**src/rtl/fft_peak_finder.sv**
```systemverilog
// Approximate-magnitude peak search over a 512-bin FFT frame, one bin per cycle, no backpressure.
// Result (peak_valid) appears two edges after the stage-1 edge of the last bin; frame-locked in DONE until clear_max.
module fft_peak_finder #(
  parameter int              DATA_W     = 16,
  parameter int              IDX_W      = 9,
  parameter int              N_BINS     = 512,
  parameter int              MIN_BIN    = 1,
  parameter logic [DATA_W:0] MAG_THRESH = (DATA_W+1)'(256)
) (
  input  logic                     clk,
  input  logic                     reset,
  input  logic                     clear_max,
  input  logic                     bin_valid,
  input  logic [IDX_W-1:0]         bin_index,
  input  logic signed [DATA_W-1:0] bin_re,
  input  logic signed [DATA_W-1:0] bin_im,
  output logic [IDX_W-1:0]         peak_index,
  output logic [DATA_W:0]          peak_mag,
  output logic                     peak_valid,
  output logic                     peak_found,
  output logic                     busy
);

  localparam logic [IDX_W-1:0] LAST_IDX = IDX_W'(N_BINS - 1);
  localparam logic [IDX_W-1:0] ELIG_LO  = IDX_W'(MIN_BIN);
  localparam logic [IDX_W-1:0] ELIG_HI  = IDX_W'(N_BINS / 2 - 1);

  typedef enum logic [1:0] {IDLE, ACCUM, FLUSH, DONE} state_t;

  state_t r_state, w_state_nxt;

  logic              r_s1_vld, r_s1_elig, r_s1_last;
  logic [IDX_W-1:0]  r_s1_idx;
  logic [DATA_W-1:0] r_s1_a, r_s1_b;

  logic              r_s2_vld, r_s2_elig, r_s2_last;
  logic [IDX_W-1:0]  r_s2_idx;
  logic [DATA_W:0]   r_s2_mag;

  logic [DATA_W:0]   r_run_mag;
  logic [IDX_W-1:0]  r_run_idx;

  logic              w_accept, w_bin_last, w_bin_elig, w_upd, w_finish;
  logic [DATA_W-1:0] w_abs_re, w_abs_im, w_max, w_min;
  logic [DATA_W:0]   w_mag, w_nxt_mag;
  logic [IDX_W-1:0]  w_nxt_idx;

  // The most negative input has no positive counterpart, so it clips to full scale.
  function automatic logic [DATA_W-1:0] abs_sat(input logic signed [DATA_W-1:0] x);
    if (x == {1'b1, {(DATA_W-1){1'b0}}})
      abs_sat = {1'b0, {(DATA_W-1){1'b1}}};
    else if (x[DATA_W-1])
      abs_sat = -x;
    else
      abs_sat = x;
  endfunction

  assign w_accept   = bin_valid && !clear_max && (r_state == IDLE || r_state == ACCUM);
  assign w_bin_last = (bin_index == LAST_IDX);
  assign w_bin_elig = (bin_index >= ELIG_LO) && (bin_index <= ELIG_HI);
  assign w_abs_re   = abs_sat(bin_re);
  assign w_abs_im   = abs_sat(bin_im);

  assign w_max = (r_s1_a >= r_s1_b) ? r_s1_a : r_s1_b;
  assign w_min = (r_s1_a >= r_s1_b) ? r_s1_b : r_s1_a;
  assign w_mag = {1'b0, w_max} + {2'b00, w_min[DATA_W-1:1]};

  // Strict compare keeps the lowest index on ties since bins normally arrive in ascending order.
  assign w_upd     = r_s2_vld && r_s2_elig && (r_s2_mag > r_run_mag);
  assign w_nxt_mag = w_upd ? r_s2_mag : r_run_mag;
  assign w_nxt_idx = w_upd ? r_s2_idx : r_run_idx;
  assign w_finish  = (r_state == FLUSH) && r_s2_vld && r_s2_last && !clear_max;

  always_ff @(posedge clk) begin
    if (!reset)
      r_state <= IDLE;
    else
      r_state <= w_state_nxt;
  end

  always_comb begin
    w_state_nxt = r_state;
    case (r_state)
      IDLE:    if (w_accept) w_state_nxt = w_bin_last ? FLUSH : ACCUM;
      ACCUM:   if (w_accept && w_bin_last) w_state_nxt = FLUSH;
      FLUSH:   if (w_finish) w_state_nxt = DONE;
      DONE:    w_state_nxt = DONE;
      default: w_state_nxt = IDLE;
    endcase
    if (clear_max) w_state_nxt = IDLE;
  end

  assign busy = (r_state == ACCUM) || (r_state == FLUSH);

  always_ff @(posedge clk) begin
    if (!reset) begin
      r_s1_vld   <= 1'b0;
      r_s1_elig  <= 1'b0;
      r_s1_last  <= 1'b0;
      r_s1_idx   <= '0;
      r_s1_a     <= '0;
      r_s1_b     <= '0;
      r_s2_vld   <= 1'b0;
      r_s2_elig  <= 1'b0;
      r_s2_last  <= 1'b0;
      r_s2_idx   <= '0;
      r_s2_mag   <= '0;
      r_run_mag  <= '0;
      r_run_idx  <= '0;
      peak_index <= '0;
      peak_mag   <= '0;
      peak_valid <= 1'b0;
      peak_found <= 1'b0;
    end else if (clear_max) begin
      r_s1_vld   <= 1'b0;
      r_s2_vld   <= 1'b0;
      r_run_mag  <= '0;
      r_run_idx  <= '0;
      peak_valid <= 1'b0;
      peak_found <= 1'b0;
    end else begin
      r_s1_vld  <= w_accept;
      r_s1_elig <= w_bin_elig;
      r_s1_last <= w_bin_last;
      r_s1_idx  <= bin_index;
      r_s1_a    <= w_abs_re;
      r_s1_b    <= w_abs_im;

      r_s2_vld  <= r_s1_vld;
      r_s2_elig <= r_s1_elig;
      r_s2_last <= r_s1_last;
      r_s2_idx  <= r_s1_idx;
      r_s2_mag  <= w_mag;

      r_run_mag  <= w_nxt_mag;
      r_run_idx  <= w_nxt_idx;
      peak_valid <= w_finish;
      // Publish the max including the last bin's own compare result.
      if (w_finish) begin
        peak_index <= w_nxt_idx;
        peak_mag   <= w_nxt_mag;
        peak_found <= (w_nxt_mag >= MAG_THRESH);
      end
    end
  end

endmodule

```
**config.mk**
```make
export PLATFORM = sky130hd
export DESIGN_NAME = fft_peak_finder
export DESIGN_NICKNAME = d
export VERILOG_FILES = /design/src/rtl/fft_peak_finder.sv
export SDC_FILE = /design/constraint.sdc
export NUM_CORES = 1
export LEC_CHECK = 0
export CORE_MARGIN = 1
export CORE_UTILIZATION = 50
export CTS_CLUSTER_DIAMETER = 50
export CTS_CLUSTER_SIZE = 40
export DETAILED_ROUTE_END_ITERATION = 7
export PLACE_DENSITY_LB_ADDON = 0.08
export SLEW_MARGIN = 0
export SYNTH_ARGS = -nofsm -noshare
export SYNTH_HDL_FRONTEND = slang
export SYNTH_SLANG_ARGS = --single-unit
```
**constraint.sdc**
```tcl
create_clock -name clk -period 6.9 [get_ports clk]
set_clock_uncertainty 0.05 [all_clocks]
set_input_delay 1.38 -clock clk [delete_from_list [all_inputs] [get_ports clk]]
set_output_delay 1.38 -clock clk [all_outputs]
set_load 0.01 [all_outputs]
```
# After elaboration in Yosys (flattened, before gate mapping)
# Cells that the tools add are included.
dict set report totals {
  regBits 129
  romBits 0
  latch_bits 0
  ramBits 0
  mem_count 0
}
dict set report op_classes {
  magnitude_cmp 5
  mul 0
  n_mux 13
  div_mod_pow 0
  n_addsub 3
  eq_ne 9
  bitwise 2
  shift 0
  reduce_logical 16
}
# operator n
set op_table {}
lappend op_table {{$mux W16} 6}
lappend op_table {{$eq A16 B16 Y1 const B} 2}
lappend op_table {{$neg A16 Y16} 2}
lappend op_table {{$add A16 B15 Y17} 1}
lappend op_table {{$ge A17 B9 Y1 const B} 1}
lappend op_table {{$gt A17 B17 Y1} 1}
lappend op_table {{$mux W17} 1}
lappend op_table {{$ge A16 B16 Y1} 1}
lappend op_table {{$eq A9 B9 Y1 const B} 1}
lappend op_table {{$ge A9 B1 Y1 const B} 1}
lappend op_table {{$le A9 B8 Y1 const B} 1}
lappend op_table {{$logic_and A1 B1 Y1} 9}
lappend op_table {{$mux W9} 1}
lappend op_table {{$mux W2} 4}
lappend op_table {{$pmux W2 S4} 1}
lappend op_table {{$eq A2 B2 Y1 const B} 2}
lappend op_table {{$ne A2 B2 Y1 const B} 2}
lappend op_table {{$reduce_and A3 Y1} 1}
lappend op_table {{$eq A2 B1 Y1 const B} 1}
lappend op_table {{$logic_not A2 Y1} 1}
lappend op_table {{$logic_or A1 B1 Y1} 2}
lappend op_table {{$ne A2 B1 Y1 const B} 1}
lappend op_table {{$not A1 Y1} 2}
lappend op_table {{$reduce_and A2 Y1} 1}
lappend op_table {{2 further kinds} 2}

# Logic depth before layout (Yosys ltp)
# Gate-level depths: netlist (run 1).
dict set report logic_depth {
  word_depth 6
  mapped_depth 19
  mapped_depth_nobuf 18
}

# Worst setup path after synthesis (run 1)
# Ideal clock, no wire load.
dict set report synth_timing {
  kind {register to register}
  start {register r_s1_b[6]}
  end {register r_s2_mag[15]}
  path_slack_ns 2.757
  period_less_slack_ns 4.143
  stages_incl_launch_ff 17
  arrival_time_ns 3.969
  setup_ns 0.124
  t_required_ns 6.726
  n_path_buf 1
  path_cell_list {dfxtp_1 inv_1 ha_1 a2111oi_0 o21ai_0 a21oi_1 o22ai_1 nor2_1 buf_2 mux2_2 ha_1 a21o_1 a2111o_1 nand2b_1 a221o_1 nor4_1 nor3_1}
}
dict set report synth_via {
  elab_chain_cells 3
}
# item line
set synth_lines {}
lappend synth_lines {{start: declaration} 34} ;# logic [DATA_W-1:0] r_s1_a, r_s1_b;
lappend synth_lines {{start signal: assignment} 127} ;# r_s1_b <= w_abs_im;
lappend synth_lines {{$ge A16 B16 Y1} {64, 65}}
lappend synth_lines {{$mux W16, on equally long branches} {64, 65}}
lappend synth_lines {{$add A16 B15 Y17 *} 66} ;# assign w_mag = {1'b0, w_max} + {2'b00, w_min[DATA_W-1:1]};
lappend synth_lines {{end signal: assignment} 133} ;# r_s2_mag <= w_mag;
lappend synth_lines {{end: declaration} 38} ;# logic [DATA_W:0] r_s2_mag;
# Every way passes the cells marked *; elsewhere a longest branch is shown, timed or not.
# A chain may end at the register's enable or synchronous reset.

# Worst setup path in the final report (run 1)
dict set report layout_timing {
  start {register r_s1_b[6]}
  end {register r_s2_mag[14]}
}
# Same word-level chain as after synthesis.

==> results by stage, run 1 <==
Power:
- For this design the static power due to leakage is 3.33 nW.
- VDD sags by at most 169 uV.
- After layout, the design draws a total of 2.06 mW.
- The internal portion of the total power is 1.44 mW.
- The switching power summed over all nets is 614 uW.
- The power density of the placed cells is 247 nW/um2.
- The clock power share is 41.0%.
- The fraction of power spent switching nets is 29.9%.
- Of the total power, combinational logic draws 19.4%.
- The share of power burned in registers is 39.6%.

STA:
- Timing would allow up to 0.208 GHz.
- Setup violations remaining at the end of the flow were counted as 0.
- The worst pin sits at a relative slew slack of 25.1%.
- The share of the cycle needed by the critical path after routing is 69.6%.
- Setup repair after global routing left no endpoint under its margin.
- The final count of hold timing violations is 0.
- The post-route minimum period is 4.80 ns.
- The max-slew violation count is 0.
- The total negative slack is 0 ns.
- Across all hold checks on the routed design, the worst slack comes to 0.379 ns.
- The slew of the pin with the lowest slew margin is 1.12 ns.
- The minimum setup slack in the final design is 2.10 ns.

Logic synthesis:
- The flop and latch count out of synthesis is 129.
- During synthesis, Yosys emitted a total of 0 warnings.
- The count of flip-flops with a built-in enable after synthesis is 0.
- The synthesized netlist devotes 19.9% of its cell area to compound gates.
- When the netlist entered floorplanning its net count stood at 897.
- Synthesis produced 797 cells.
- For this run, the register share of the synthesized area comes to 37.2%.
- The count of different cell masters after synthesis is 57.
- Of all flip-flops after synthesis, the portion carrying an async set or reset was 0%.
- The synthesized netlist devotes 4.41% of its cell area to XOR and XNOR gates.
- The multiplexer fraction of the synthesized cell area is 9.76%.
- Among all flip-flop cells after synthesis, the most frequent one is sky130_fd_sc_hd__dfxtp_1.
- Summing every instance area after synthesis gives 6950 um2.
- Summing the areas of all and, or, nand and nor instances in the mapped netlist gives 13.9% of the synthesized area.
- By area, the combinational part of the netlist is dominated by compound AO/OA/AOI/OAI gates.
- The mean post-synth cell area is 8.72 um2.
- After Yosys synthesis, full adders, half adders and majority gates account for 10.0% of the synthesized area.

Setup path:
- The internal reg-to-reg setup slack is 2.10 ns.
- The kind of start point of the critical path is a flip-flop.
- The capturing element type of the critical path is a flip-flop.
- Counting cells, the worst reg-to-reg path comes to 16.
- The largest fanout on the critical path is 31.
- The critical path in this run is classified as reg2reg.
- The startpoint of the most critical register-to-register path is r_s1_b[6]$_SDFFE_PN0N_.
- The end of the worst register-to-register path is r_s2_mag[14]$_SDFFE_PN0N_.
- The data required time of the worst path is 7.16 ns.
- For the worst setup path, the data arrival time is 5.07 ns.

Worst hold path:
- For hold timing, the worst endpoint is r_s2_vld$_SDFF_PP0_.
- Counting instances, the worst hold path has a depth of 1.
- The min-delay analysis places its worst path in the category reg2reg.
- The worst min-delay path startpoint is r_s1_vld$_SDFF_PP0_.

Floorplanning:
- The area inside the core boundary is 13400 um2.
- The number of placed I/O pins is 74.
- The row count is 42.
- In this run the vertical extent of the chip is 120 um.
- For this configuration, the core starts out at a cell density of 51.8%.
- The floorplan step set the die width to 120 um.
- The die area is 14400 um2.

CTS:
- The tree is rooted in a sky130_fd_sc_hd__clkbuf_16.
- The maximum level of the CTS H-tree is 4.
- The number of gates resized after CTS was 0.
- The clock tree buffer depth is 2.
- Buffers inserted during clock tree synthesis total 17.
- Hold repair after CTS inserted 0 buffers.
- The TritonCTS clock tree is yes.
- In this run the post-CTS setup repair buffer count came out at 0.
- After clock tree synthesis, the clock-pin slew on the worst setup and hold paths is 0.06 ns.
- The clock latency of the later-clocked register in the worst-skew pair is 0.42 ns.
- The number of clock sinks seen by CTS is 129.

Layout:
- Leaving out fill and tap cells, the most frequent cells in the layout are sky130_fd_sc_hd__dfxtp_1, sky130_fd_sc_hd__o21ai_0, sky130_fd_sc_hd__a21oi_1.
- The share of post-route cells with drive strength above 1 is 7.61%.
- The post-layout net count is 954.
- The number of antenna diodes in the final layout is 0.
- Leaving out fill and tap cells, the most frequent cell in the layout is sky130_fd_sc_hd__dfxtp_1.
- The total of fill cells in the finished design is 1157.
- The total non-filler cell area in the finished layout is 8330 um2.
- Once layout is complete, the utilization of the core stands at 62.2%.
- From synthesis to final layout, the design area changed by 20.0%.
- Leaving out filler cells and counting taps, the final layout contains 1043.

Place:
- In this run the tool buffered the top-level ports with 73 buffer cells.
- The cell area after placement is 7770 um2.
- The half-perimeter wire length of the detailed placement result is 11200 um.
- The setup slack after placement is 2.18 ns.
- The congestion estimate from routability-driven global placement came to 0.897.
- The number of cells in the design after placement is 1011.

GRT:
- The pin count of the biggest net entering global routing is 100.
- The number of global-route vias before repair was 5743.
- The initial antenna violation count is 0.
- The wire length of the first global-routing pass is 26600 um.
- For this run, the total global-route usage over all layers was measured as 23.2%.
- The total overflow left after global routing is 0.

Routing:
- In this run the remaining antenna-violating nets after routing total 0.
- After detailed routing, the average wire length per cell comes to 15.0 um.
- After the first detailed-routing iteration, the DRC count stood at 378.
- The vias after detailed routing is 5831.
- The number of iterations in the first detailed-routing pass is 5.
- After detailed routing, the total wire length is 15600 um.
- The routed via count divided by cell count is 5.59.
- The number of design rule violations left after detail routing is 0.

Status:
- The run finished with clean final reports.

Run:
- The max-cap check violation count is 0.
==> registers in the layout (all words and copies together), names as in the netlist, 16 cells and up <==
name	cells
r_s1_b	16
peak_mag	17
r_s1_a	16
r_run_mag	17
r_s2_mag	17
==> critical path, cell delays in order, from the launching register on <==
cell and delay, ns:
sky130_fd_sc_hd__dfxtp_1 0.34, sky130_fd_sc_hd__inv_1 0.06, sky130_fd_sc_hd__ha_1 0.29, sky130_fd_sc_hd__a2111oi_0 0.37, sky130_fd_sc_hd__o21ai_0 0.14, sky130_fd_sc_hd__a21oi_1 0.18
sky130_fd_sc_hd__o22ai_1 0.16, sky130_fd_sc_hd__nor2_2 0.81, sky130_fd_sc_hd__mux2_2 0.46, sky130_fd_sc_hd__fa_1 0.45, sky130_fd_sc_hd__a211oi_1 0.34, sky130_fd_sc_hd__o21ai_0 0.23
sky130_fd_sc_hd__a31oi_1 0.30, sky130_fd_sc_hd__o21bai_1 0.13, sky130_fd_sc_hd__xnor2_1 0.13, sky130_fd_sc_hd__o21ai_0 0.07, sky130_fd_sc_hd__and2_1 0.18
==> synthesized netlist by cell type, types with 2 or more instances <==
| master | number | area, um2 |
|---|---|---|
| sky130_fd_sc_hd__dfxtp_1 | 129 | 2580 |
| sky130_fd_sc_hd__o21ai_0 | 100 | 500 |
| sky130_fd_sc_hd__a21oi_1 | 79 | 395 |
| sky130_fd_sc_hd__ha_1 | 54 | 676 |
| sky130_fd_sc_hd__mux2i_1 | 52 | 521 |
| sky130_fd_sc_hd__nand2_1 | 49 | 184 |
| sky130_fd_sc_hd__inv_1 | 43 | 161 |
| sky130_fd_sc_hd__nor2_1 | 43 | 161 |
| sky130_fd_sc_hd__nor2b_1 | 34 | 213 |
| sky130_fd_sc_hd__clkbuf_1 | 32 | 120 |
| sky130_fd_sc_hd__xor2_1 | 28 | 245 |
| sky130_fd_sc_hd__mux2_2 | 14 | 158 |
| sky130_fd_sc_hd__nand3_1 | 11 | 55.1 |
| sky130_fd_sc_hd__nor3_1 | 11 | 55.1 |
| sky130_fd_sc_hd__a21o_1 | 9 | 67.6 |
| sky130_fd_sc_hd__and2_1 | 8 | 50.1 |
| sky130_fd_sc_hd__nor4_1 | 7 | 43.8 |
| sky130_fd_sc_hd__xnor2_1 | 7 | 61.3 |
| sky130_fd_sc_hd__a211oi_1 | 6 | 45.0 |
| sky130_fd_sc_hd__nand4_1 | 6 | 37.5 |
| sky130_fd_sc_hd__o31ai_1 | 6 | 45.0 |
| sky130_fd_sc_hd__o21a_1 | 5 | 37.5 |
| sky130_fd_sc_hd__a21boi_0 | 4 | 30.0 |
| sky130_fd_sc_hd__o211a_1 | 4 | 40.0 |
| sky130_fd_sc_hd__o211ai_1 | 4 | 30.0 |
| sky130_fd_sc_hd__o41ai_1 | 4 | 35.0 |
| sky130_fd_sc_hd__and3_1 | 3 | 18.8 |
| sky130_fd_sc_hd__buf_2 | 3 | 15.0 |
| sky130_fd_sc_hd__o21bai_1 | 3 | 22.5 |
| sky130_fd_sc_hd__a2111oi_0 | 2 | 17.5 |
| sky130_fd_sc_hd__a21oi_2 | 2 | 17.5 |
| sky130_fd_sc_hd__a221o_1 | 2 | 20.0 |
| sky130_fd_sc_hd__a31oi_1 | 2 | 12.5 |
| sky130_fd_sc_hd__and4_1 | 2 | 17.5 |
| sky130_fd_sc_hd__buf_1 | 2 | 7.51 |
| sky130_fd_sc_hd__buf_6 | 2 | 22.5 |
| sky130_fd_sc_hd__nand2b_1 | 2 | 12.5 |
| sky130_fd_sc_hd__nand3b_1 | 2 | 15.0 |
| sky130_fd_sc_hd__nor2_2 | 2 | 12.5 |
| sky130_fd_sc_hd__or4_4 | 2 | 22.5 |
==> logic make-up after synthesis <==
family          after synthesis
fa+ha+maj                    55
buf+inv                      84
flops                       129
compound gates              239
mux                          66
xor+xnor                     35
simple gates                189
==> area by class of cell <==
| cell class | instances | area (um2) | area share, % |
|---|---|---|---|
| Multi-Input combinational cell | 584 | 4040 | 48.5 |
| Clock inverter | 14 | 125 | 1.50 |
| Tap cell | 176 | 220 | 2.64 |
| Clock buffer | 18 | 439 | 5.27 |
| Timing Repair Buffer | 79 | 766 | 9.19 |
| Inverter | 43 | 161 | 1.94 |
| Sequential cell | 129 | 2580 | 31.0 |
==> power groups by stage <==
stage	sequential [mW]	clock, mW	combinational, mW
floorplan	0.816	0	0.294
detailed placement	0.830	0	0.394
global placement	0.829	0	0.385
global route	0.819	0.892	0.451
finish	0.815	0.843	0.399
CTS	0.814	0.857	0.398
==> metal layers <==
layer | global-route usage, % | wire length [um]
met3 | 4.90 | 707
met4 | 8.91 | 302
met2 | 39.3 | 7470
met5 | 0 | 0
met1 | 28.7 | 7140
==> how the worst max path moves through the flow <==
stage                                     end  cells past startpoint  slack, ns                   start
finish              r_s2_mag[14]$_SDFFE_PN0N_                     16       2.10  r_s1_b[6]$_SDFFE_PN0N_
global route        r_s2_mag[14]$_SDFFE_PN0N_                     17       1.67  r_s1_b[6]$_SDFFE_PN0N_
CTS                 r_s2_mag[14]$_SDFFE_PN0N_                     16       2.17  r_s1_b[6]$_SDFFE_PN0N_
detailed placement  r_s2_mag[14]$_SDFFE_PN0N_                     16       2.18  r_s1_b[6]$_SDFFE_PN0N_
global placement    r_s2_mag[14]$_SDFFE_PN0N_                     16       2.26  r_s1_b[6]$_SDFFE_PN0N_
floorplan           r_s2_mag[15]$_SDFFE_PN0N_                     16       2.76  r_s1_b[6]$_SDFFE_PN0N_
Note: power is estimated with default switching activity, not from simulation.
==> run 2: changes to the inputs <==
==> constraint.sdc (replaced) <==
create_clock -name clk -period 4.9 [get_ports clk]
set_clock_uncertainty 0.05 [all_clocks]
set_input_delay 0.98 -clock clk [delete_from_list [all_inputs] [get_ports clk]]
set_output_delay 0.98 -clock clk [all_outputs]
set_load 0.01 [all_outputs]
==> results by stage, run 2 (synthesis gave the netlist of run 1 again) <==
Place:
- The half-perimeter wire length of the detailed placement result is 11400 um.
- The count of buffers added on input and output ports is 73.
- The cell area after placement is 7790 um2.
- The global placement routability congestion is 0.869.
- The number of cells in the design after placement is 1012.

STA:
- The max-slew headroom at the worst pin is 23.0%.
- Dividing the final minimum period by the clock period gives 91.9%.
- Setup repair after global routing left no endpoint under its margin.
- The final count of hold timing violations came to 0.
- The max-slew violation count came to 0.
- The slew of the pin with the lowest slew margin is 1.15 ns.
- The post-route minimum period is 4.50 ns.
- Static timing analysis puts the maximum clock frequency at 0.222 GHz.
- The total negative slack is 0 ns.
- The final setup violation count is 0.

Power:
- The power density of the placed cells is 350 nW/um2.
- Combinational cells account for 19.7% of the total power.
- The worst voltage drop across the vdd grid is 239 uV.
- The internal power of the cells totals 2.07 mW.
- The static leakage power is 3.33 nW.
- Per report_power, the sequential group accounts for 39.2% of the total.
- The clock power share is 41.2%.
- The overall power is 2.93 mW.
- The fraction of power spent switching nets is 29.2%.
- The switching power summed over all nets is 854 uW.

CTS:
- The clock slew at the register clock pins of the worst setup and hold paths is 0.06 ns.
- The clock tree buffer depth is 2.
- CTS placed an instance of sky130_fd_sc_hd__clkbuf_16 at the clock tree root.
- The H-tree was split into 4 levels.
- Buffers inserted during clock tree synthesis total 17.
- TritonCTS built the clock tree.
- The number of clock sinks seen by CTS is 129.
- The number of buffers added for setup after CTS is 0.
- The clock latency of the later-clocked register in the worst-skew pair is 0.41 ns.

Layout:
- In the final layout, the registers with the most flip-flops are peak_mag: 17 flops, r_run_mag: 17 flops, r_s2_mag: 17 flops.
- Cells with a size suffix above 1 make up 7.49% of the layout.
- The top cell types in the final layout, fill and taps aside, are sky130_fd_sc_hd__dfxtp_1, sky130_fd_sc_hd__o21ai_0, sky130_fd_sc_hd__a21oi_1.
- The number of antenna diodes in the final layout is 0.
- The library cell used most frequently in the layout, excluding fill and tap cells, is sky130_fd_sc_hd__dfxtp_1.
- The signed area change from the synthesized netlist to the final layout is 20.3%.
- Cells fill 62.4% of the core in the end.
- The total non-filler cell area in the finished layout is 8360 um2.
- For this run, the post-layout net count is 955.
- The count of placed standard cells in the final layout, fillers left out is 1044.

Routing:
- After detailed routing, the number of remaining DRC violations is 0.
- In this run, the number of DRC markers left after iteration 0 of detailed routing was 329.
- The vias after detailed routing is 5799.
- Once detail routing completed, the nets flagged for antenna violations numbered 0.
- The routed wirelength normalized by instance count is 15.1 um.
- The number of iterations in the first detailed-routing pass is 4.
- The routed via count divided by cell count is 5.55.
- For this block, the routed nets add up to 15800 um of wire.

Setup path:
- The capturing element type of the critical path is a flip-flop.
- The category of the critical setup timing path is reg2reg.
- STA classifies the critical path startpoint as a flip-flop.
- For the worst setup path, the data arrival time is 4.76 ns.
- Along the worst path, the maximum fanout reaches 28.
- Data on the critical path is required at its endpoint by 5.15 ns.

GRT:
- The first global-routing pass estimated 26800 um of wire.
- The number of global-route vias before repair is 5716.
- Summed over all layers, the global routing overflow is 0.
- The initial antenna violation count is 0.
- The overall routing resource usage is 23.2%.
- The pin count of the biggest net entering global routing is 72.

Floorplanning:
- The die area is 14400 um2.
- The number of placed I/O pins is 74.
- The row count is 42.
- The initial cell density of the core is 51.8%.
- Measured along the x axis, the die boundary spans 120 um.
- In this run the vertical extent of the chip is 120 um.
- The area inside the core boundary is 13400 um2.

Status:
- The run finished with clean final reports.

Run:
- The max-cap check violation count is 0.

Worst hold path:
- The type of the tightest min-delay check is reg2reg.
==> run 2: final cells by class <==
type	instances	area [um2]
well taps	176	220
fillers	1197	5040
flip-flops and latches	129	2580
repair buffers	80	786
inverters	43	161
clock buffers	19	433
clock inverters	13	130
multi-input cells	584	4040
==> run 2: power groups by stage <==
stage / registers, mW / clock network (mW) / logic, mW
after floorplan: 1.15 / 0 / 0.414
after global placement: 1.17 / 0 / 0.552
after detailed placement: 1.17 / 0 / 0.566
after CTS: 1.15 / 1.22 / 0.574
after global routing: 1.15 / 1.28 / 0.650
final: 1.15 / 1.20 / 0.575
==> run 2: path summary, 6_finish.rpt <==
| path | from | endpoint | slack (ns) | cells after the start |
|---|---|---|---|---|
| worst max-delay path | r_s1_b[6]$_SDFFE_PN0N_ | r_s2_mag[14]$_SDFFE_PN0N_ | 0.40 | 17 |
| worst max register to register | r_s1_b[6]$_SDFFE_PN0N_ | r_s2_mag[14]$_SDFFE_PN0N_ | 0.40 | 17 |
| worst min-delay path | r_s1_vld$_SDFF_PP0_ | r_s2_vld$_SDFF_PP0_ | 0.39 | 1 |
| worst min register to register | r_s1_vld$_SDFF_PP0_ | r_s2_vld$_SDFF_PP0_ | 0.39 | 1 |
==> run 2: what timing repair did <==
action | CTS | global route
endpoints found under the setup margin | 0 | 2
endpoints found under the hold margin | 0 | 0
hold buffers | 0 | 0
resized for setup | 0 | 1
==> run 2: per-stage QoR <==
stage	setup WS (ns)	hold WS [ns]
after floorplan	0.757	0.356
after detailed placement	0.409	0.371
after CTS	0.377	0.394
after global routing	0.00151	0.416
final	0.396	0.388
after global placement	0.665	0.369
==> run 2: worst max-delay path, cell delays in order, from the launching register on <==
cell and delay (ns):
sky130_fd_sc_hd__dfxtp_1 0.35, sky130_fd_sc_hd__inv_1 0.06, sky130_fd_sc_hd__ha_1 0.30, sky130_fd_sc_hd__a2111oi_0 0.48, sky130_fd_sc_hd__o21ai_0 0.15, sky130_fd_sc_hd__a21oi_1 0.19, sky130_fd_sc_hd__o22ai_1 0.17, sky130_fd_sc_hd__nor2_4 0.21
sky130_fd_sc_hd__buf_12 0.19, sky130_fd_sc_hd__mux2_2 0.38, sky130_fd_sc_hd__fa_1 0.45, sky130_fd_sc_hd__a211oi_1 0.33, sky130_fd_sc_hd__o21ai_0 0.23, sky130_fd_sc_hd__a31oi_1 0.29, sky130_fd_sc_hd__o21bai_1 0.13, sky130_fd_sc_hd__xnor2_1 0.15
sky130_fd_sc_hd__o21ai_0 0.08, sky130_fd_sc_hd__and2_1 0.18
==> run 2: metal layers <==
| layer | vias to the layer above | share of wire [%] | track usage (%) |
|---|---|---|---|
| met5 | - | 0 | 0 |
| li1 | 2934 | - | - |
| met2 | 104 | 49 | 39.5 |
| met4 | 0 | 0.85 | 5.23 |
| met1 | 2748 | 47 | 29.4 |
| met3 | 13 | 3.8 | 5.75 |
==> run 3: changes to the inputs <==
==> constraint.sdc (replaced) <==
create_clock -name clk -period 4.34 [get_ports clk]
set_clock_uncertainty 0.05 [all_clocks]
set_input_delay 0.868 -clock clk [delete_from_list [all_inputs] [get_ports clk]]
set_output_delay 0.868 -clock clk [all_outputs]
set_load 0.01 [all_outputs]
==> results by stage, run 3 (synthesis gave the netlist of run 1 again) <==
Status:
- The run finished with clean final reports.

Setup path:
- The data required time of the worst path is 4.64 ns.
- The critical path in this run is classified as reg2reg.
- The count of buffering cells on the critical path with inverters included is 2.
- Among the stages of the critical path, the cell type that occurs most often is sky130_fd_sc_hd__ha_1.
- For this run, the slowest stage of the critical path takes 0.43 ns.
- In this design, the largest share of critical-path delay is due to compound AO/OA/AOI/OAI gates.
- The worst register-to-register path has a depth of 16.
- The largest fanout on the critical path is 16.
- The total stage count of the critical path is 16.
- The kind of start point of the critical path is a flip-flop.
- The capturing element type of the critical path is a flip-flop.
- The critical-path cell with the highest stage delay is sky130_fd_sc_hd__a2111o_1.
- For the worst setup path, the data arrival time is 4.42 ns.
- The critical path goes through inv_1 -> ha_1 -> a2111oi_1 -> o21ai_1 -> a21oi_1 -> o22ai_1 -> nor2_2 -> buf_12 -> mux2_2 -> ha_1 -> a21o_1 -> a2111o_1 -> nand2b_1 -> a221o_1 -> o211a_1 -> nor3_1.

CTS:
- The root buffer cell chosen for the clock tree is sky130_fd_sc_hd__clkbuf_16.
- The clock net in this run drives a total of 129 sinks.
- Clock-pin slew was measured on the worst setup and hold paths at 0.06 ns.
- TritonCTS built the clock tree.
- The clock tree buffer depth is 2.
- TritonCTS created 17 clock buffers.
- At the later pin of the worst-skew pair, clock insertion delay measures 0.43 ns.
- The maximum level of the CTS H-tree is 4.

STA:
- Subtracting the final worst setup slack from the clock period gives 4.11 ns.
- The final count of hold timing violations came to 0.
- The maximum operating frequency is 0.243 GHz.
- Once routing completed, OpenROAD measured the worst setup slack at 0.225 ns.
- Final hold analysis gives a worst-case slack of 0.383 ns.
- The max-slew violation count is 0.
- Setup violations remaining at the end of the flow were counted as 0.
- The share of the cycle needed by the critical path after routing is 94.8%.
- The max-slew headroom at the worst pin is 41.2%.
- The slew of the pin with the lowest slew margin is 0.879 ns.

Place:
- The port buffer count is 73.
- At the end of routability-driven placement, the weighted congestion stood at 0.848.
- The number of cells in the design after placement is 1017.
- Prior to clock tree synthesis, the placed netlist has a worst setup slack of 0.0920 ns.
- Once detailed placement completed, the half-perimeter wirelength came to 11800 um.
- The cell area after placement is 7830 um2.

Floorplanning:
- The die covers 14400 um2.
- For this configuration, the core starts out at a cell density of 51.8%.
- The die is 120 um wide.
- The die is 120 um tall.
- Row generation in the floorplan step produced 42 rows.
- The area inside the core boundary is 13400 um2.
- The number of placed I/O pins is 74.

Layout:
- In the layout the commonest cells are sky130_fd_sc_hd__dfxtp_1, sky130_fd_sc_hd__o21ai_0, sky130_fd_sc_hd__a21oi_1.
- The total of fill cells in the finished design is 1198.
- The total non-filler cell area in the finished layout is 8440 um2.
- The library cell used most frequently in the layout, excluding fill and tap cells, is sky130_fd_sc_hd__dfxtp_1.
- The finished layout holds 1051 standard cells, fillers aside.
- Cells with a size suffix above 1 make up 8.80% of the layout.
- The post-layout net count is 962.
- The number of antenna diodes in the final layout is 0.
- The largest registers in the layout are peak_mag: 17 flops, r_run_mag: 17 flops, r_s2_mag: 17 flops.
- The signed area change from the synthesized netlist to the final layout is 21.5%.

GRT:
- The remaining global-route overflow is 0.
- The pin count of the biggest net entering global routing is 75.
- The wire length of the first global-routing pass is 27000 um.
- The number of global-route vias before repair is 5766.
- The overall routing resource usage is 23.9%.
- The initial antenna violation count was 0.

Routing:
- In the routed layout, each cell is associated on average with a via count of 5.60.
- The vias after detailed routing is 5884.
- The first routing iteration left 352 violations.
- In the final routed layout, each cell accounts on average for 15.4 um.
- The count of nets left with antenna violations after detail routing is 0.
- The pre-antenna-repair detailed-routing pass consisted of 7 iterations.
- In the routed design, unresolved DRC markers number 0.
- Summed over all layers, the routed wires come to 16100 um.

Power:
- The static leakage power is 3.38 nW.
- The worst voltage drop across the vdd grid is 275 uV.
- Of the total power, the share spent switching nets is 30.1%.
- The analysis attributes to net switching a power of 1.00 mW.
- The power density of the placed cells is 394 nW/um2.
- Per report_power, the sequential group accounts for 38.9% of the total.
- The design internal power is 2.32 mW.
- The clock power share is 40.6%.
- Combinational cells account for 20.5% of the total power.

Run:
- The tool flagged a number of max-cap violations equal to 0.

Worst hold path:
- The type of the tightest min-delay check is reg2reg.
- The cell count of the worst hold path is 1.
-- run 3: cell types whose count changed in the layout (fill, tap and decap cells not counted), sizes merged --
cell      change
buf           +6
clkinv        +2
bufinv        -1
clkinvlp      -1
inv           +1
-- run 3: timing repair --
| item | in CTS | in global routing |
|---|---|---|
| buffers inserted | 0 | 1 |
| hold buffers | 0 | 0 |
| setup endpoints to repair | 0 | 9 |
| resized for setup | 0 | 8 |
-- run 3: cell type report --
class	count	area, um2	share of cell area [%]
clock buffers	18	439	5.20
clock inverters	14	126	1.50
inverters	43	161	1.91
multi-input cells	584	4060	48.1
flip-flops and latches	129	2580	30.6
well taps	176	220	2.61
repair buffers	87	856	10.1
-- run 3: metal layers --
layer	global-route usage [%]	routed length, um
met4	8.91	261
met3	4.18	639
met1	29.8	7440
met5	0	0
met2	40.9	7790
-- run 3: final timing paths --
check                          from                        end  slack, ns
max reg2reg  r_s1_b[6]$_SDFFE_PN0N_  r_s2_mag[15]$_SDFFE_PN0N_       0.23
min             r_s1_vld$_SDFF_PP0_        r_s2_vld$_SDFF_PP0_       0.38
min reg2reg     r_s1_vld$_SDFF_PP0_        r_s2_vld$_SDFF_PP0_       0.38
max          r_s1_b[6]$_SDFFE_PN0N_  r_s2_mag[15]$_SDFFE_PN0N_       0.23
-- run 3: stage by stage --
stage | TNS [ns] | utilization [%] | power (mW)
final | 0 | 63.0 | 3.32
after global routing | -0.0197 | 63.0 | 3.48
after CTS | 0 | 62.6 | 3.32
after detailed placement | 0 | 58.4 | 1.96
after global placement | 0 | 58.4 | 1.95
after floorplan | 0 | - | 1.76
-- run 3: power by group through the flow --
stage | Combinational [mW] | Clock, mW | Sequential [mW]
final | 0.682 | 1.35 | 1.29
after global routing | 0.763 | 1.42 | 1.30
after CTS | 0.655 | 1.37 | 1.29
after detailed placement | 0.647 | 0 | 1.32
after global placement | 0.631 | 0 | 1.32
after floorplan | 0.467 | 0 | 1.30
-- run 3: worst register-to-register path, stage by stage (launching register included) --
cell                        delay [ns]
sky130_fd_sc_hd__dfxtp_1          0.33
sky130_fd_sc_hd__inv_1            0.05
sky130_fd_sc_hd__ha_1             0.30
sky130_fd_sc_hd__a2111oi_1        0.39
sky130_fd_sc_hd__o21ai_1          0.12
sky130_fd_sc_hd__a21oi_1          0.15
sky130_fd_sc_hd__o22ai_1          0.13
sky130_fd_sc_hd__nor2_2           0.22
sky130_fd_sc_hd__buf_12           0.17
sky130_fd_sc_hd__mux2_2           0.34
sky130_fd_sc_hd__ha_1             0.33
sky130_fd_sc_hd__a21o_1           0.21
sky130_fd_sc_hd__a2111o_1         0.44
sky130_fd_sc_hd__nand2b_1         0.19
sky130_fd_sc_hd__a221o_1          0.32
sky130_fd_sc_hd__o211a_1          0.13
sky130_fd_sc_hd__nor3_1           0.16
==> RTL edit 1, RTL diff (flow settings as in run 3) <==
Change the parameter `IDX_W` from 9 to 8.
--- a/src/rtl/fft_peak_finder.sv
+++ b/src/rtl/fft_peak_finder.sv
@@ -3,5 +3,5 @@
 module fft_peak_finder #(
   parameter int              DATA_W     = 16,
-  parameter int              IDX_W      = 9,
+  parameter int              IDX_W      = 8,
   parameter int              N_BINS     = 512,
   parameter int              MIN_BIN    = 1,
Interface: changed (resized bin_index and peak_index); port bits go from 74 to 72. The function was not compared with the original's and may differ.
==> RTL edit 1 against run 3 <==
Wire length increased by 6.7%; non-clock buffer count shrank 4; sequential cell count down 4; worst setup slack better by 0.077 ns; combinational power shrank 1%; area after synthesis up 0.72%; design area down 0.46%; count of clock-buffer cells in the layout unchanged; power is 0.76% higher; largest cell class unchanged; largest power group unchanged; highest routed layer unchanged.
==> RTL edit 1: results <==
metrics = {
    "status": {
        "status": "complete, no violations",
    },
    "clocking": {
        "cts_root_buffer": "clkbuf_16",
        "cts_repair_resize_count": 0,
        "clk_path_buf_depth": 2,
        "worst_skew_pair.late_latency_ns": 0.42,
        "clkSlewWorstSetupHoldPaths_ns": 0.06,
        "post_cts_buffers": 0,
        "cts_buffers": 17,
        "ctsHtreeMaxLevel": 4,
    },
    "finish": {
        "layout.cells.non_filler": 1096,
        "largestRegisters": "peak_mag x17, r_run_mag x17, r_s2_mag x17",
        "layout.nets": 1006,
        "diodes": 0,
        "drive_above_1_share_pct": 6.30,
        "fill_cells": 1239,
    },
    "global_route": {
        "track_usage_pct": 25.2,
        "grt_pass1_wl_um": 29000,
        "antenna_found_initial": 0,
        "grt_pass1_vias": 6067,
        "grt_max_degree": 55,
    },
    "place": {
        "placed_area_sq_um": 7800,
        "port_buffers": 71,
        "dp_hpwl_um": 12300,
        "place.gp.congestion": 0.857,
    },
    "worst_setup_path": {
        "cp_slowest_cell": "fa_1",
        "crit_path_max_fanout": 22,
        "crit_arrival_ns": 4.28,
        "cp_top_family": "compound AO/OA/AOI/OAI gates",
        "critical_path.max_stage_delay_ns": 0.44,
    },
    "power_and_ir_drop": {
        "leakage_uw": 0.00328,
        "vdd_drop_max_v": 0.000271,
    },
    "synth": {
        "ys.flop_type": "dfxtp_1",
        "async_flop_share_pct": 0,
        "synth_common_cells": "o21ai_0 (135), dfxtp_1 (125), a21oi_1 (76)",
        "synth.distinct_cells": 60,
        "seq_area_frac_synth_pct": 35.8,
        "synth_area_leaders": "dfxtp_1 (36%), ha_1 (9.7%), o21ai_0 (9.7%)",
        "syn_inst": 853,
        "synth_nets": 952,
        "yosys_warnings": 0,
    },
    "detailed_routing": {
        "wl_um": 17200,
        "dr.pass1.iters": 5,
        "post_drt_via_cell_ratio": 5.76,
        "drt-initial-drc-count": 410,
    },
    "timing": {
        "relSlewSlack_pct": 16.8,
    },
    "min_path": {
        "min_path_type": "register to register",
    },
}
-- RTL edit 1: changes by cell type in the layout (fill, tap and decap cells not counted), sizes merged, moves of 5 or more --
cell,run 3,this run
nand2,49,64
nand3,11,45
nor2b,34,29
mux2,14,0
o21ai,100,137
mux2i,52,22
nor2,45,27
a21o,9,16
a31oi,2,33
-- RTL edit 1: kinds of logic after synthesis --
| logic type | Yosys count | share of synthesized area [%] |
|---|---|---|
| AOI/OAI and AO/OA | 308 | 25.7 |
| and+or+nand+nor | 217 | 15.6 |
| DFF | 125 | 35.8 |
| buffers and inverters | 91 | 5.49 |
| adders and majority gates | 55 | 9.94 |
| xor gates and xnor gates | 35 | 4.38 |
| muxes | 22 | 3.15 |
-- RTL edit 1: final cells by class --
cell class	count	share of cell area (%)
Multi-Input combinational cell	637	49.0
Timing Repair Buffer	83	9.56
Sequential cell	125	29.8
Clock buffer	18	5.23
Inverter	43	1.92
Tap cell	176	2.62
Clock inverter	14	1.89
-- RTL edit 1: per-stage QoR --
step | util, % | worst slack (ns)
2_1_floorplan | - | 0.610
3_3_place_gp | 58.0 | 0.264
3_5_place_dp | 58.0 | 0.0965
4_1_cts | 62.4 | 0.0677
5_1_grt | 62.5 | -0.00821
6_report | 62.5 | 0.303
-- RTL edit 1: path summary, 6_finish.rpt --
check,slack [ns],start,cells after the start,endpoint
worst max-delay path,0.30,r_s1_a[0]$_SDFFE_PN0N_,16,r_s2_mag[16]$_SDFFE_PN0N_
worst min-delay path,0.39,r_s1_vld$_SDFF_PP0_,1,r_s2_vld$_SDFF_PP0_
worst max register to register,0.30,r_s1_a[0]$_SDFFE_PN0N_,16,r_s2_mag[16]$_SDFFE_PN0N_
worst min register to register,0.39,r_s1_vld$_SDFF_PP0_,1,r_s2_vld$_SDFF_PP0_
-- RTL edit 1: routing by layer --
| layer | vias to the layer above | wire (um) | global-route usage [%] | share of wire (%) |
|---|---|---|---|---|
| met5 | - | 0 | 0 | 0 |
| met4 | 0 | 285 | 9.03 | 1.7 |
| met3 | 21 | 707 | 4.91 | 4.1 |
| met2 | 156 | 8610 | 43.6 | 50 |
| met1 | 2939 | 7620 | 31.0 | 44 |
| li1 | 3201 | - | - | - |
-- RTL edit 1: report_power, final --
| group | internal [uW] | total [uW] | switching (uW) |
|---|---|---|---|
| sequential | 1200 | 1250 | 50.2 |
| clock | 869 | 1420 | 552 |
| combinational | 294 | 673 | 380 |
==> RTL edit 2, RTL diff (settings of run 3) <==
Without the edit above. Make the reset (`reset`) asynchronous in 2 clocked blocks.
--- a/src/rtl/fft_peak_finder.sv
+++ b/src/rtl/fft_peak_finder.sv
@@ -72,5 +72,5 @@
   assign w_finish  = (r_state == FLUSH) && r_s2_vld && r_s2_last && !clear_max;
 
-  always_ff @(posedge clk) begin
+  always_ff @(posedge clk or negedge reset) begin
     if (!reset)
       r_state <= IDLE;
@@ -93,5 +93,5 @@
   assign busy = (r_state == ACCUM) || (r_state == FLUSH);
 
-  always_ff @(posedge clk) begin
+  always_ff @(posedge clk or negedge reset) begin
     if (!reset) begin
       r_s1_vld   <= 1'b0;
Check against the original RTL: differs if reset is asserted again (counterexample within 4 cycles, from zero or initial values and one cycle with reset low); with reset held inactive, the same outputs for 4 cycles.
==> RTL edit 2 against run 3 <==
Area after synthesis is 7.1% higher; synthesized cell count is 1.9% lower; worst hold slack better by 0.051 ns; worst setup slack better by 0.0039 ns; die area is 6.9% higher; design area is 5.8% higher; via count is 3.6% higher; fmax hardly changed; sequential cell count stayed put; wire length is 6.1% higher; critical endpoint is now r_s2_mag[10]$_DFFE_PN0N_; largest cell class unchanged.
Power is not compared: it rests on default switching activity, and its combinational part moved more than twofold at a synthesized area within 25%.
==> RTL edit 2: results <==
metrics = {
    "worst_setup_path": {
        "reg2reg_from": "r_s1_a[12]$_DFFE_PN0N_",
        "crit_path_max_fanout": 4,
        "cp_slowest_cell": "fa_1",
    },
    "synth": {
        "async_flop_share_pct": 100,
        "ys.flop_type": "dfrtp_1",
        "syn_inst": 782,
        "synth_area_leaders": "dfrtp_1 (43%), ha_1 (9.1%), mux2_2 (5.6%)",
        "seq_area_frac_synth_pct": 43.4,
        "synth_nets": 882,
        "synth_common_cells": "dfrtp_1 (129), o21ai_0 (74), nand2_1 (60)",
    },
    "global_route": {
        "track_usage_pct": 24.0,
        "grt_max_degree": 71,
        "grt_pass1_vias": 5723,
        "grt_pass1_wl_um": 28200,
    },
    "detailed_routing": {
        "wl_per_cell_um": 16.4,
        "vias": 6097,
        "drt-initial-drc-count": 385,
    },
    "finish": {
        "fill_cells": 1229,
        "drive_above_1_share_pct": 10.4,
        "layout.cells.non_filler": 1043,
        "layout.nets": 948,
    },
    "status": {
        "status": "complete, no violations",
    },
    "place": {
        "dp_slack_ns": 0.0713,
        "dp_hpwl_um": 12300,
    },
    "floorplanning": {
        "rows": 44,
    },
    "min_path": {
        "hp-start": "r_s1_vld$_DFF_PN0_",
    },
    "timing": {
        "relSlewSlack_pct": 27.1,
    },
}
RTL edit 2: what timing repair did:
action	CTS	global route
setup endpoints to repair	0	5
endpoints found under the hold margin	0	0
resized for setup	0	4
RTL edit 2: area by class of cell:
type                    instances  area (sq um)  share of cell area [%]
clock inverters                 6          82.6                   0.924
clock buffers                  24           472                    5.28
flip-flops and latches        129          3230                    36.1
inverters                      50           188                    2.10
repair buffers                 84           821                    9.19
well taps                     184           230                    2.58
multi-input cells             566          3910                    43.8
RTL edit 2: where the power goes:
part           internal [uW]  leakage [uW]  switching, uW  total (uW)
Sequential              1370       0.00158            151        1520
Combinational            723       0.00196            934        1660
Clock                    865      0.000270            488        1350
Total                   2960       0.00381           1570        4530
RTL edit 2: stage by stage:
stage          hold slack [ns]  total power (uW)  area (sq um)  util [%]
4_1_cts                  0.439              4540          8910      61.3
5_1_grt                  0.460              4850          8930      61.5
3_5_place_dp             0.414              3170          8360      57.5
6_report                 0.434              4530          8930      61.5
2_1_floorplan            0.389              2690          7440         -
3_3_place_gp             0.395              3120          8360      57.5
RTL edit 2: kinds of logic (layout without fill, tap and decap cells):
group,Yosys count,count (layout),share of synthesized area (%)
AOI/OAI and AO/OA,235,235,20.0
muxes,39,39,5.87
buffers and inverters,87,164,4.39
adders and majority gates,55,55,9.35
DFF,129,129,43.4
and+or+nand+nor,205,205,13.3
xor gates and xnor gates,32,32,3.77
RTL edit 2: path summary, 6_finish.rpt:
path | endpoint | slack, ns | cells past startpoint
max in group asynchronous | r_s1_b[3]$_DFFE_PN0N_ | 2.75 | 2
worst max register to register | r_s2_mag[10]$_DFFE_PN0N_ | 0.23 | 14
min in group asynchronous | r_run_mag[13]$_DFF_PN0_ | 0.51 | 1
worst max-delay path | r_s2_mag[10]$_DFFE_PN0N_ | 0.23 | 14
worst min register to register | r_s2_vld$_DFF_PN0_ | 0.43 | 1
worst min-delay path | r_s2_vld$_DFF_PN0_ | 0.43 | 1
RTL edit 2: worst max-delay path, delay by kind of cell, from the launching register on:
family	cells	cell delay, ns
simple gates	2	0.37
xor+xnor	1	0.16
compound gates	7	1.58
mux	1	0.35
flops	1	0.41
fa+ha+maj	3	1.03
RTL edit 2: routing by layer:
metal	vias to the layer above	GRT usage, %	wire, um
met2	159	38.1	7980
met1	2936	32.9	8250
li1	2987	-	-
met4	0	6.10	178
met5	-	0	0
met3	15	5.63	724
